`config.mk`:
```
export PLATFORM = sky130hd
export DESIGN_NAME = alu_power_ctrl
export DESIGN_NICKNAME = d
export VERILOG_FILES = /design/src/rtl/alu_power_ctrl.sv
export SDC_FILE = /design/constraint.sdc
export NUM_CORES = 1
export LEC_CHECK = 0
export CORE_MARGIN = 2
export CORE_UTILIZATION = 45
export CTS_CLUSTER_DIAMETER = 60
export DETAILED_ROUTE_END_ITERATION = 8
export DONT_BUFFER_PORTS = 1
export PLACE_DENSITY = 0.64
export SYNTH_ARGS = -nofsm -noshare
export SYNTH_HDL_FRONTEND = slang
export SYNTH_SLANG_ARGS = --single-unit
```
`constraint.sdc`:
```
create_clock -name clk -period 5.04 [get_ports clk]
set_input_delay 0.756 -clock clk [delete_from_list [all_inputs] [get_ports clk]]
set_output_delay 0.756 -clock clk [all_outputs]
set_load 0.05 [all_outputs]
```
`src/rtl/alu_power_ctrl.sv`:
```
`timescale 1ns/1ps
`default_nettype none
// ============================================================================
//  Module   : alu_power_ctrl
//  Purpose  : Request-side controller for the 8-bit power-gated ALU.
//             Accepts valid/ready requests, drives registered ALU operands,
//             opcode and enable, and returns the ALU result as a one-cycle
//             response pulse. Gates the ALU after a run of idle cycles and
//             sequences a fixed wake-up delay when new work arrives.
//  Ports    :
//    clk, rst             clock, asynchronous active-high reset
//    req_valid/req_ready  request handshake
//    req_a, req_b, req_op request payload (op: 00 zero, 01 add, 10 sub, 11 xor)
//    rsp_valid, rsp_data  one-cycle response pulse and captured result
//    alu_a, alu_b, alu_op registered ALU inputs
//    alu_enable           ALU enable (low = gated)
//    alu_result           combinational ALU result
//    gated                high while sleeping
//    gate_count           saturating count of sleep entries since reset
//  Revision : 1.0 - initial release
// ============================================================================
module alu_power_ctrl #(
    parameter int IDLE_LIMIT  = 8,
    parameter int WAKE_CYCLES = 2
) (
    input  logic       clk,
    input  logic       rst,
    input  logic       req_valid,
    output logic       req_ready,
    input  logic [7:0] req_a,
    input  logic [7:0] req_b,
    input  logic [1:0] req_op,
    output logic       rsp_valid,
    output logic [7:0] rsp_data,
    output logic [7:0] alu_a,
    output logic [7:0] alu_b,
    output logic [1:0] alu_op,
    output logic       alu_enable,
    input  logic [7:0] alu_result,
    output logic       gated,
    output logic [7:0] gate_count
);

    typedef enum logic [1:0] {
        ST_ACTIVE = 2'd0,
        ST_SLEEP  = 2'd1,
        ST_WAKE   = 2'd2
    } state_t;

    localparam logic [7:0] c_idle_last = 8'(IDLE_LIMIT - 1);
    localparam logic [3:0] c_wake_last = 4'(WAKE_CYCLES - 1);

    state_t     r_state,      w_state_nxt;
    logic [7:0] r_idle_cnt,   w_idle_cnt_nxt;
    logic [3:0] r_wake_cnt,   w_wake_cnt_nxt;
    logic       r_pending,    w_pending_nxt;
    logic [7:0] r_alu_a,      w_alu_a_nxt;
    logic [7:0] r_alu_b,      w_alu_b_nxt;
    logic [1:0] r_alu_op,     w_alu_op_nxt;
    logic       r_rsp_valid,  w_rsp_valid_nxt;
    logic [7:0] r_rsp_data,   w_rsp_data_nxt;
    logic [7:0] r_gate_count, w_gate_count_nxt;

    logic w_ready;
    logic w_accept;

    assign w_ready  = (r_state == ST_ACTIVE);
    assign w_accept = req_valid & w_ready;

    // ------------------------------------------------------------------------
    // State and datapath registers
    // ------------------------------------------------------------------------
    always_ff @(posedge clk or posedge rst) begin
        if (rst) begin
            r_state      <= ST_ACTIVE;
            r_idle_cnt   <= 8'd0;
            r_wake_cnt   <= 4'd0;
            r_pending    <= 1'b0;
            r_alu_a      <= 8'd0;
            r_alu_b      <= 8'd0;
            r_alu_op     <= 2'd0;
            r_rsp_valid  <= 1'b0;
            r_rsp_data   <= 8'd0;
            r_gate_count <= 8'd0;
        end else begin
            r_state      <= w_state_nxt;
            r_idle_cnt   <= w_idle_cnt_nxt;
            r_wake_cnt   <= w_wake_cnt_nxt;
            r_pending    <= w_pending_nxt;
            r_alu_a      <= w_alu_a_nxt;
            r_alu_b      <= w_alu_b_nxt;
            r_alu_op     <= w_alu_op_nxt;
            r_rsp_valid  <= w_rsp_valid_nxt;
            r_rsp_data   <= w_rsp_data_nxt;
            r_gate_count <= w_gate_count_nxt;
        end
    end

    // ------------------------------------------------------------------------
    // Next-state and datapath logic
    // ------------------------------------------------------------------------
    always_comb begin
        w_state_nxt      = r_state;
        w_idle_cnt_nxt   = r_idle_cnt;
        w_wake_cnt_nxt   = r_wake_cnt;
        w_pending_nxt    = 1'b0;
        w_alu_a_nxt      = r_alu_a;
        w_alu_b_nxt      = r_alu_b;
        w_alu_op_nxt     = r_alu_op;
        w_gate_count_nxt = r_gate_count;
        // The response is the ALU output one edge after the operands were
        // registered; rsp_data holds between pulses.
        w_rsp_valid_nxt  = r_pending;
        w_rsp_data_nxt   = r_pending ? alu_result : r_rsp_data;

        unique case (r_state)
            ST_ACTIVE: begin
                if (w_accept) begin
                    // An accept always wins over the idle threshold.
                    w_alu_a_nxt    = req_a;
                    w_alu_b_nxt    = req_b;
                    w_alu_op_nxt   = req_op;
                    w_pending_nxt  = 1'b1;
                    w_idle_cnt_nxt = 8'd0;
                end else if (r_idle_cnt == c_idle_last) begin
                    // The response edge of the last accept counts toward the
                    // idle run, so sleep lands IDLE_LIMIT edges after it.
                    w_state_nxt    = ST_SLEEP;
                    w_idle_cnt_nxt = 8'd0;
                    w_alu_a_nxt    = 8'd0;
                    w_alu_b_nxt    = 8'd0;
                    w_alu_op_nxt   = 2'd0;
                    if (r_gate_count != 8'hFF) begin
                        w_gate_count_nxt = r_gate_count + 8'd1;
                    end
                end else begin
                    w_idle_cnt_nxt = r_idle_cnt + 8'd1;
                end
            end

            ST_SLEEP: begin
                // The request only triggers the wake; it is accepted later.
                if (req_valid) begin
                    w_state_nxt    = ST_WAKE;
                    w_wake_cnt_nxt = 4'd0;
                end
            end

            ST_WAKE: begin
                if (r_wake_cnt == c_wake_last) begin
                    w_state_nxt    = ST_ACTIVE;
                    w_idle_cnt_nxt = 8'd0;
                    w_wake_cnt_nxt = 4'd0;
                end else begin
                    w_wake_cnt_nxt = r_wake_cnt + 4'd1;
                end
            end

            default: begin
                w_state_nxt = ST_ACTIVE;
            end
        endcase
    end

    // ------------------------------------------------------------------------
    // Outputs
    // ------------------------------------------------------------------------
    assign req_ready  = w_ready;
    assign alu_enable = (r_state != ST_SLEEP);
    assign gated      = (r_state == ST_SLEEP);
    assign alu_a      = r_alu_a;
    assign alu_b      = r_alu_b;
    assign alu_op     = r_alu_op;
    assign rsp_valid  = r_rsp_valid;
    assign rsp_data   = r_rsp_data;
    assign gate_count = r_gate_count;

endmodule
`default_nettype wire

```
==> results of run 1 <==
==> worst min path at each step <==
stage | to | slack [ns] | cells after the start
after global placement | r_idle_cnt[1] | 0.49 | 2
final | r_idle_cnt[1] | 0.52 | 2
after CTS | r_idle_cnt[1] | 0.53 | 2
after floorplan | rsp_valid | 0.35 | 0
after detailed placement | r_idle_cnt[1] | 0.50 | 2
after global routing | r_idle_cnt[1] | 0.57 | 2
==> flip-flops by register name, summed over array words and instances (netlist names) <==
signal	flops
alu_op	2
alu_b	8
r_wake_cnt	4
alu_a	8
rsp_valid	1
r_pending	1
r_idle_cnt	8
gate_count	8
rsp_data	8
r_state	2
==> power by group through the flow <==
stage / registers, mW / clock network (mW) / logic [mW]
after floorplan: 0.599 / 0 / 0.0903
after global routing: 0.610 / 0.247 / 0.116
after detailed placement: 0.612 / 0 / 0.101
final: 0.603 / 0.226 / 0.0988
after CTS: 0.604 / 0.234 / 0.102
after global placement: 0.611 / 0 / 0.0915
==> synthesized netlist by cell type (all sizes together) (2+ instances only) <==
master and instances:
a211oi 2, a21o 2, a21oi 4, a22o 19
a31oi 3, and2 2, buf 3, clkbuf 6
dfrtp 50, ha 4, inv 5, mux2 10
nand2 14, nand3 7, nand4 2, nor2 8
nor2b 2, nor3 7, nor4 2, o21ai 5
o31ai 3, or4 3, xnor2 2, xor2 4
==> per-stage QoR <==
stage	cells	setup WS, ns	hold WS [ns]	area (sq um)	power [mW]
after floorplan	180	2.33	0.352	2130	0.689
after global placement	226	2.68	0.494	2160	0.702
after detailed placement	226	2.52	0.504	2160	0.713
after CTS	234	2.51	0.525	2250	0.939
after global routing	234	2.40	0.567	2250	0.974
final	234	2.49	0.523	2250	0.929
==> worst min-delay path, cell delays in order, from the launching register on <==
cell and delay [ns]:
dfrtp_1 0.38, nand2_1 0.06, o41ai_1 0.05
==> routing by layer <==
metal  routed length (um)  vias up  share of wire (%)  global-route usage [%]
met4                   31        0               0.79                    4.53
met3                  230        6                5.8                    3.59
met2                 1970       49                 50                    26.5
met5                    0        -                  0                       0
met1                 1700      690                 43                    18.7
li1                     -      651                  -                       -
==> logic make-up after synthesis <==
| logic type | after synthesis | synth area share [%] |
|---|---|---|
| AOI/OAI and AO/OA | 42 | 14.8 |
| DFF | 50 | 58.8 |
| xor gates and xnor gates | 6 | 2.47 |
| muxes | 11 | 5.76 |
| buffers and inverters | 14 | 2.94 |
| adders and majority gates | 4 | 2.35 |
| and+or+nand+nor | 53 | 12.8 |
==> cell type report <==
cell class                 count  area (sq um)  area share, %
tap                           54          67.6           3.01
clock buffer                   5          68.8           3.06
multi-input combinational    116           813           36.2
inverter                       5          18.8          0.835
timing repair buffer           1          7.51          0.334
clock inverter                 3          21.3          0.946
sequential                    50          1250           55.6
==> impl_metrics.toml, run 1 <==
[power_and_ir_drop]
p_int_mw = 0.586
swShare_pct = 36.9
p_switching_mw = 0.343
seq_power_share_pct = 65.0
ir_drop_v = 0.000118
pwr-share-comb_pct = 10.6
p_leak_nw = 1.02
p_clk_share_pct = 24.4
powerDensity_mw_per_mm2 = 413

[layout]
layout_common_cells = "dfrtp_1 (50), a22o_1 (19), nand2_1 (14)"
diodes = 0
nets = 212
final_common_cell = "dfrtp_1"
drive_gt1_share_pct = 11.7
area_growth_pct = 5.71
final_util_pct = 48.6
fillCellCount = 400

[setup_path]
path_buf_inv = 0
crit_arrival_ns = 2.72
worstSetupStartpoint = "r_state[1]"
cpPeakStageDelay_ns = 0.83
rrSetupSlack_ns = 2.49
cpLargestDelayFamily = "compound AO/OA/AOI/OAI gates"
rr_worst_depth = 3
worst_ep_required_time_ns = 5.22
crit_cells = 3
startpoint_type = "flop"
crit_path_cell_trace = "nor2_1 -> o21ai_1 -> a22o_1"
timing.rr.end = "alu_b[0]"
critPathKind = "flop to flop"
crit_fanout = 18
cp-endpoint = "alu_b[0]"
r2r-start = "r_state[1]"
critPathCaptureType = "flop"
slowest_stage = "nor2_1"

[drt]
wl_um = 3940
post_drt_via_cell_ratio = 5.97
wl_per_cell_um = 16.8
drcViolationCount = 0
final_antenna_net_count = 0
detail_route.iter0.violations = 86
first_pass_iters = 4
vias = 1396

[clock_network]
cts.reportedPaths.clkPinSlew_ns = 0.09
ctsResizeCount = 0
cts.path.max_buffers = 2
cts_tree = "yes"
h-tree-depth = 2
cts_setup_buffers = 0
postCtsHoldBufs = 0
clock_latency_ns = 0.30
clock-root-buffer = "clkbuf_8"
cts_buffers = 5
cts_num_sinks = 50

[die]
die_w_um = 72.8
die_area_sq_mm = 0.00529
core_area_sq_mm = 0.00463
fp.dieH_um = 72.8
initial_utilization_pct = 45.9
num_rows = 25
io_pins = 67

[grt]
grt_pass1_vias = 1393
grt_usage_pct = 15.2
grt_max_degree = 51
overflow = 0
grt_pass1_wl_um = 6270
grt_antenna_before_repair = 0

[timing]
final_max_slew_viol_count = 0
rsz0062_at_grt = "false"
setup_viol = 0
period_minus_slack_ns = 2.55
hold_violations = 0
max_freq_mhz = 393
finalClockSkew_ns = 0.00712
period_share_pct = 50.5
relSlewSlack_pct = 15.5
fin_tns_setup_ns = 0
tightest_slew_ns = 1.26

[yosys]
yosysWarningCount = 0
synth-seq-cells = 50
syn-instance-count = 180
ys_types = 37
synth_area_per_cell_sq_um = 11.8
seq_area_frac_synth_pct = 58.8
netlist_area_sq_mm = 0.00213
yosys-top-cells-area = "dfrtp_1 (59%), a22o_1 (7.8%), mux2_2 (5.3%)"
async_reset_ff_share_pct = 100
synth_flop_cell = "dfrtp_1"
synth_area_leader_cell = "dfrtp_1"
syn-num-nets = 213
synth_top_cell_area_share_pct = 58.8
synth_edf_count = 0

[run]
drv_cap = 0

[placement]
numPortBuffers = 0
dp_hpwl_um = 2850
gp_congestion = 0.796

[hold_path]
min-delay-start = "r_idle_cnt[1]"
hold_class = "flop to flop"

[status]
status = "complete, no violations"
Note: power is estimated with default switching activity, not from simulation.
==> inputs of run 2 (changes only) <==
PLACE_DENSITY = 0.66   (was 0.64)
clock period = 2.2 ns   (was 5.04 ns; I/O delays follow)
==> run 2 against run 1 <==
Core utilization rose by 3.5 points. Sequential power increased by 130%. Sequential cell count unchanged. Maximum frequency is 24% higher. Count of clock-buffer cells in the layout rose by 2.
==> impl_metrics.toml, run 2 (same netlist as run 1, synthesis figures left out) <==
[status]
status = "complete, no violations"

[grt]
grt_pass1_wl_um = 6430
grt_usage_pct = 15.9
overflow = 0
grt_antenna_before_repair = 0
grt_max_degree = 51
grt_pass1_vias = 1413

[clock_network]
cts_num_sinks = 50
cts_tree = "yes"
clock-root-buffer = "clkbuf_8"
cts.reportedPaths.clkPinSlew_ns = 0.08
h-tree-depth = 2
clock_latency_ns = 0.29
cts_buffers = 5
cts.path.max_buffers = 2
cts_setup_buffers = 0

[power_and_ir_drop]
p_leak_nw = 1.12
seq_power_share_pct = 61.6
p_clk_share_pct = 25.7
swShare_pct = 35.1
ir_drop_v = 0.000314
p_switching_mw = 0.776
p_total_mw = 2.21
pwr-share-comb_pct = 12.8
powerDensity_mw_per_mm2 = 918
p_int_mw = 1.44

[setup_path]
crit_path_cell_trace = "inv_1 -> ha_1 -> or3b_4 -> a21o_2 -> or4_1 -> a21oi_1"
crit_fanout = 10
cpLargestDelayFamily = "simple AND/OR/NAND/NOR gates"
crit_cells = 6
slowest_stage = "or4_1"
worst_ep_required_time_ns = 2.42
crit_arrival_ns = 2.27
startpoint_type = "flop"
path_buf_inv = 1
cpPeakStageDelay_ns = 0.51
critPathKind = "flop to flop"
critPathCaptureType = "flop"
rr_worst_depth = 6

[drt]
post_drt_via_cell_ratio = 5.97
first_pass_iters = 4
detail_route.iter0.violations = 43
final_antenna_net_count = 0
drcViolationCount = 0
wl_per_cell_um = 16.6
wl_um = 4150
vias = 1493

[layout]
layout_common_cells = "dfrtp_1 (50), a22o_1 (19), buf_4 (15)"
drive_gt1_share_pct = 20.4
nets = 228
final_common_cell = "dfrtp_1"
area_growth_pct = 13.2
fillCellCount = 396
diodes = 0
instances_no_fill = 250
final_util_pct = 52.0

[timing]
final_max_slew_viol_count = 0
finalClockSkew_ns = 0.00575
rsz0062_at_grt = "false"
tightest_slew_ns = 0.737
period_share_pct = 93.6
fin_tns_setup_ns = 0
hold_violations = 0
fin_ws_ns = 0.142
setup_viol = 0
period_minus_slack_ns = 2.06
max_freq_mhz = 486
relSlewSlack_pct = 50.8

[placement]
gp_congestion = 0.867
numPortBuffers = 0
place_inst = 241
dpl_worst_slack_ns = -0.0377
dp_hpwl_um = 3030

[die]
io_pins = 67
die_area_sq_mm = 0.00529
fp.dieH_um = 72.8
initial_utilization_pct = 45.9
core_area_sq_mm = 0.00463
num_rows = 25
die_w_um = 72.8

[hold_path]
hold_class = "primary input to flop"
hold_depth = 2

[run]
drv_cap = 0
[run 2: path summary, 6_finish.rpt]
kind | slack [ns] | to | start
max | 0.14 | r_idle_cnt[7] | r_wake_cnt[1]
min | 0.14 | r_state[1] | req_valid
max reg2reg | 0.14 | r_idle_cnt[7] | r_wake_cnt[1]
min reg2reg | 0.54 | r_idle_cnt[1] | r_idle_cnt[1]
max in group asynchronous | 1.45 | r_wake_cnt[0] | rst
min in group asynchronous | 0.52 | gate_count[5] | rst
[run 2: routing by layer]
layer  vias up  global-route usage (%)  share of wire, %
met3        10                    4.70               6.6
met5         -                       0                 0
met1       734                    18.9                41
met2        57                    26.6                50
met4         0                    7.20               2.1
li1        692                       -                 -
[run 2: layout make-up]
type,count,area [sq um],area share [%]
timing repair buffer,17,143,5.92
clock inverter,1,8.76,0.364
tap,54,67.6,2.81
sequential,50,1250,51.9
multi-input combinational,116,823,34.2
inverter,5,18.8,0.779
clock buffer,7,96.3,4.00
[run 2: timing repair]
item | in CTS | in global routing
pin swaps | 0 | 0
cloned | 0 | 0
endpoints found under the hold margin | 50 | 0
hold buffers | 1 | 0
endpoints found under the setup margin | 18 | 2
resized for setup | 1 | 2
[run 2: power by group through the flow]
stage          clock network [mW]  registers [mW]  logic (mW)
2_1_floorplan                   0            1.37       0.207
3_3_place_gp                    0            1.37       0.257
3_5_place_dp                    0            1.38       0.275
4_1_cts                     0.586            1.36       0.280
5_1_grt                     0.618            1.38       0.320
6_report                    0.567            1.36       0.282
[run 2: metrics by stage]
step / cell area (sq um) / hold slack [ns]
6_report: 2410 / 0.145
5_1_grt: 2410 / 0.134
4_1_cts: 2400 / 0.137
3_5_place_dp: 2290 / 0.278
3_3_place_gp: 2290 / 0.273
2_1_floorplan: 2130 / 0.352
==> inputs of run 3 (changes only) <==
CORE_MARGIN = default   (was 2)
PLACE_DENSITY = 0.71   (was 0.66)
==> run 3 against run 2 <==
The run now ends with design-rule violations left. Count of clock-buffer cells in the layout decreased by 1. Sequential share of layout area up 0.46 points. Die area shrank 5.4%. Global-route usage rose by 2.5 points. Combinational power about the same. Power fell by 0.66%. Clock skew increased by 0.0014 ns. Critical path depth did not move. Non-clock buffer count decreased by 1. Worst hold slack got worse by 0.0024 ns. Critical path type unchanged.
==> impl_metrics.toml, run 3 (same netlist as run 1, synthesis figures left out) <==
[timing]
fin_ws_ns = 0.0984
tightest_slew_ns = 0.716
period_minus_slack_ns = 2.10
finalClockSkew_ns = 0.00714
rsz0062_at_grt = "false"
period_share_pct = 95.5
fin_tns_setup_ns = 0
hold_violations = 0
relSlewSlack_pct = 52.3
max_freq_mhz = 476
final_max_slew_viol_count = 0
setup_viol = 0

[clock_network]
cts.path.max_buffers = 2
cts_tree = "yes"
clock-root-buffer = "clkbuf_8"
cts_num_sinks = 50
cts.reportedPaths.clkPinSlew_ns = 0.09
clock_latency_ns = 0.30
h-tree-depth = 2
cts_buffers = 5
cts_setup_buffers = 0

[status]
violations = "design-rule violations"
status = "finished with violations"

[drt]
wl_um = 4230
wl_per_cell_um = 17.1
post_drt_via_cell_ratio = 6.20
drcViolationCount = 18
first_pass_iters = 6
final_antenna_net_count = 0
detail_route.iter0.violations = 73
vias = 1532

[grt]
grt_antenna_before_repair = 0
grt_pass1_wl_um = 7250
grt_max_degree = 32
grt_pass1_vias = 1625
grt_usage_pct = 18.4
overflow = 0

[hold_path]
hold_class = "primary input to flop"
holdPathEnd = "r_state[1]"
min-delay-start = "req_valid"
hold_depth = 2

[run]
drv_cap = 0

[die]
fp.dieH_um = 70.8
initial_utilization_pct = 47.9
num_rows = 24
io_pins = 67
core_area_sq_mm = 0.00444
die_area_sq_mm = 0.00501
die_w_um = 70.8

[setup_path]
timing.rr.end = "r_idle_cnt[5]"
critPathKind = "flop to flop"
startpoint_type = "flop"
slowest_stage = "or4_1"
cpPeakStageDelay_ns = 0.56
path_buf_inv = 1
rr_worst_depth = 6
rrSetupSlack_ns = 0.1
worst_ep_required_time_ns = 2.43
cpLargestDelayFamily = "simple AND/OR/NAND/NOR gates"
crit_path_cell_trace = "inv_1 -> ha_1 -> or3b_4 -> a21o_4 -> or4_1 -> a21oi_2"
crit_fanout = 10
r2r-start = "r_wake_cnt[1]"
crit_arrival_ns = 2.33
critPathCaptureType = "flop"

[power_and_ir_drop]
pwr-share-comb_pct = 12.9
p_int_mw = 1.40
p_total_mw = 2.20
p_leak_nw = 1.10
powerDensity_mw_per_mm2 = 920
seq_power_share_pct = 62.0
p_clk_share_pct = 25.2
p_switching_mw = 0.793
swShare_pct = 36.1
ir_drop_v = 0.000481

[layout]
area_growth_pct = 12.2
final_common_cell = "dfrtp_1"
final_area_sq_mm = 0.00239
layout_common_cells = "dfrtp_1 (50), a22o_1 (19), buf_4 (15)"
nets = 227
drive_gt1_share_pct = 20.0
diodes = 0

[placement]
gp_congestion = 0.788
dp_hpwl_um = 3060
numPortBuffers = 0
dpl_cell_area_sq_mm = 0.00226
dpl_worst_slack_ns = 0.0523
run 3: worst max-delay path by stage:
stage | startpoint | to | slack, ns | cells past startpoint
detailed placement | r_wake_cnt[1] | r_idle_cnt[5] | 0.05 | 6
global route | r_idle_cnt[3] | r_idle_cnt[4] | 0.02 | 4
finish | r_wake_cnt[1] | r_idle_cnt[5] | 0.1 | 6
global placement | r_wake_cnt[1] | r_idle_cnt[7] | 0.20 | 6
floorplan | r_state[0] | alu_a[7] | 0.11 | 5
CTS | r_wake_cnt[1] | r_idle_cnt[5] | 0.04 | 6
run 3: per-stage QoR:
step / std cells / utilization, % / hold WS, ns
floorplan: 180 / - / 0.352
global placement: 238 / 50.9 / 0.295
detailed placement: 238 / 50.9 / 0.313
CTS: 247 / 53.4 / 0.131
global route: 247 / 53.7 / 0.138
finish: 247 / 53.7 / 0.142
run 3: final cells by class:
cell class              count  area (sq um)
clock buffers               6          82.6
clock inverters             2          17.5
fillers                   382          2060
inverters                   5          18.8
multi-input cells         116           830
flip-flops and latches     50          1250
well taps                  52          65.1
repair buffers             16           123
run 3: power groups by stage:
stage | Sequential, mW | Clock [mW] | Combinational, mW
after floorplan | 1.37 | 0 | 0.207
after global placement | 1.37 | 0 | 0.251
after detailed placement | 1.38 | 0 | 0.271
after CTS | 1.36 | 0.570 | 0.275
after global routing | 1.37 | 0.610 | 0.322
final | 1.36 | 0.553 | 0.283
run 3: metal layers:
| layer | wire length (um) | GRT usage [%] |
|---|---|---|
| met5 | 0 | 0 |
| met4 | 55 | 7.78 |
| met3 | 287 | 4.84 |
| met2 | 2110 | 31.7 |
| met1 | 1770 | 21.8 |
run 3: timing repair:
action | CTS | global route
resized for setup | 0 | 4
endpoints found under the hold margin | 29 | 0
endpoints found under the setup margin | 0 | 2
hold buffers | 1 | 0
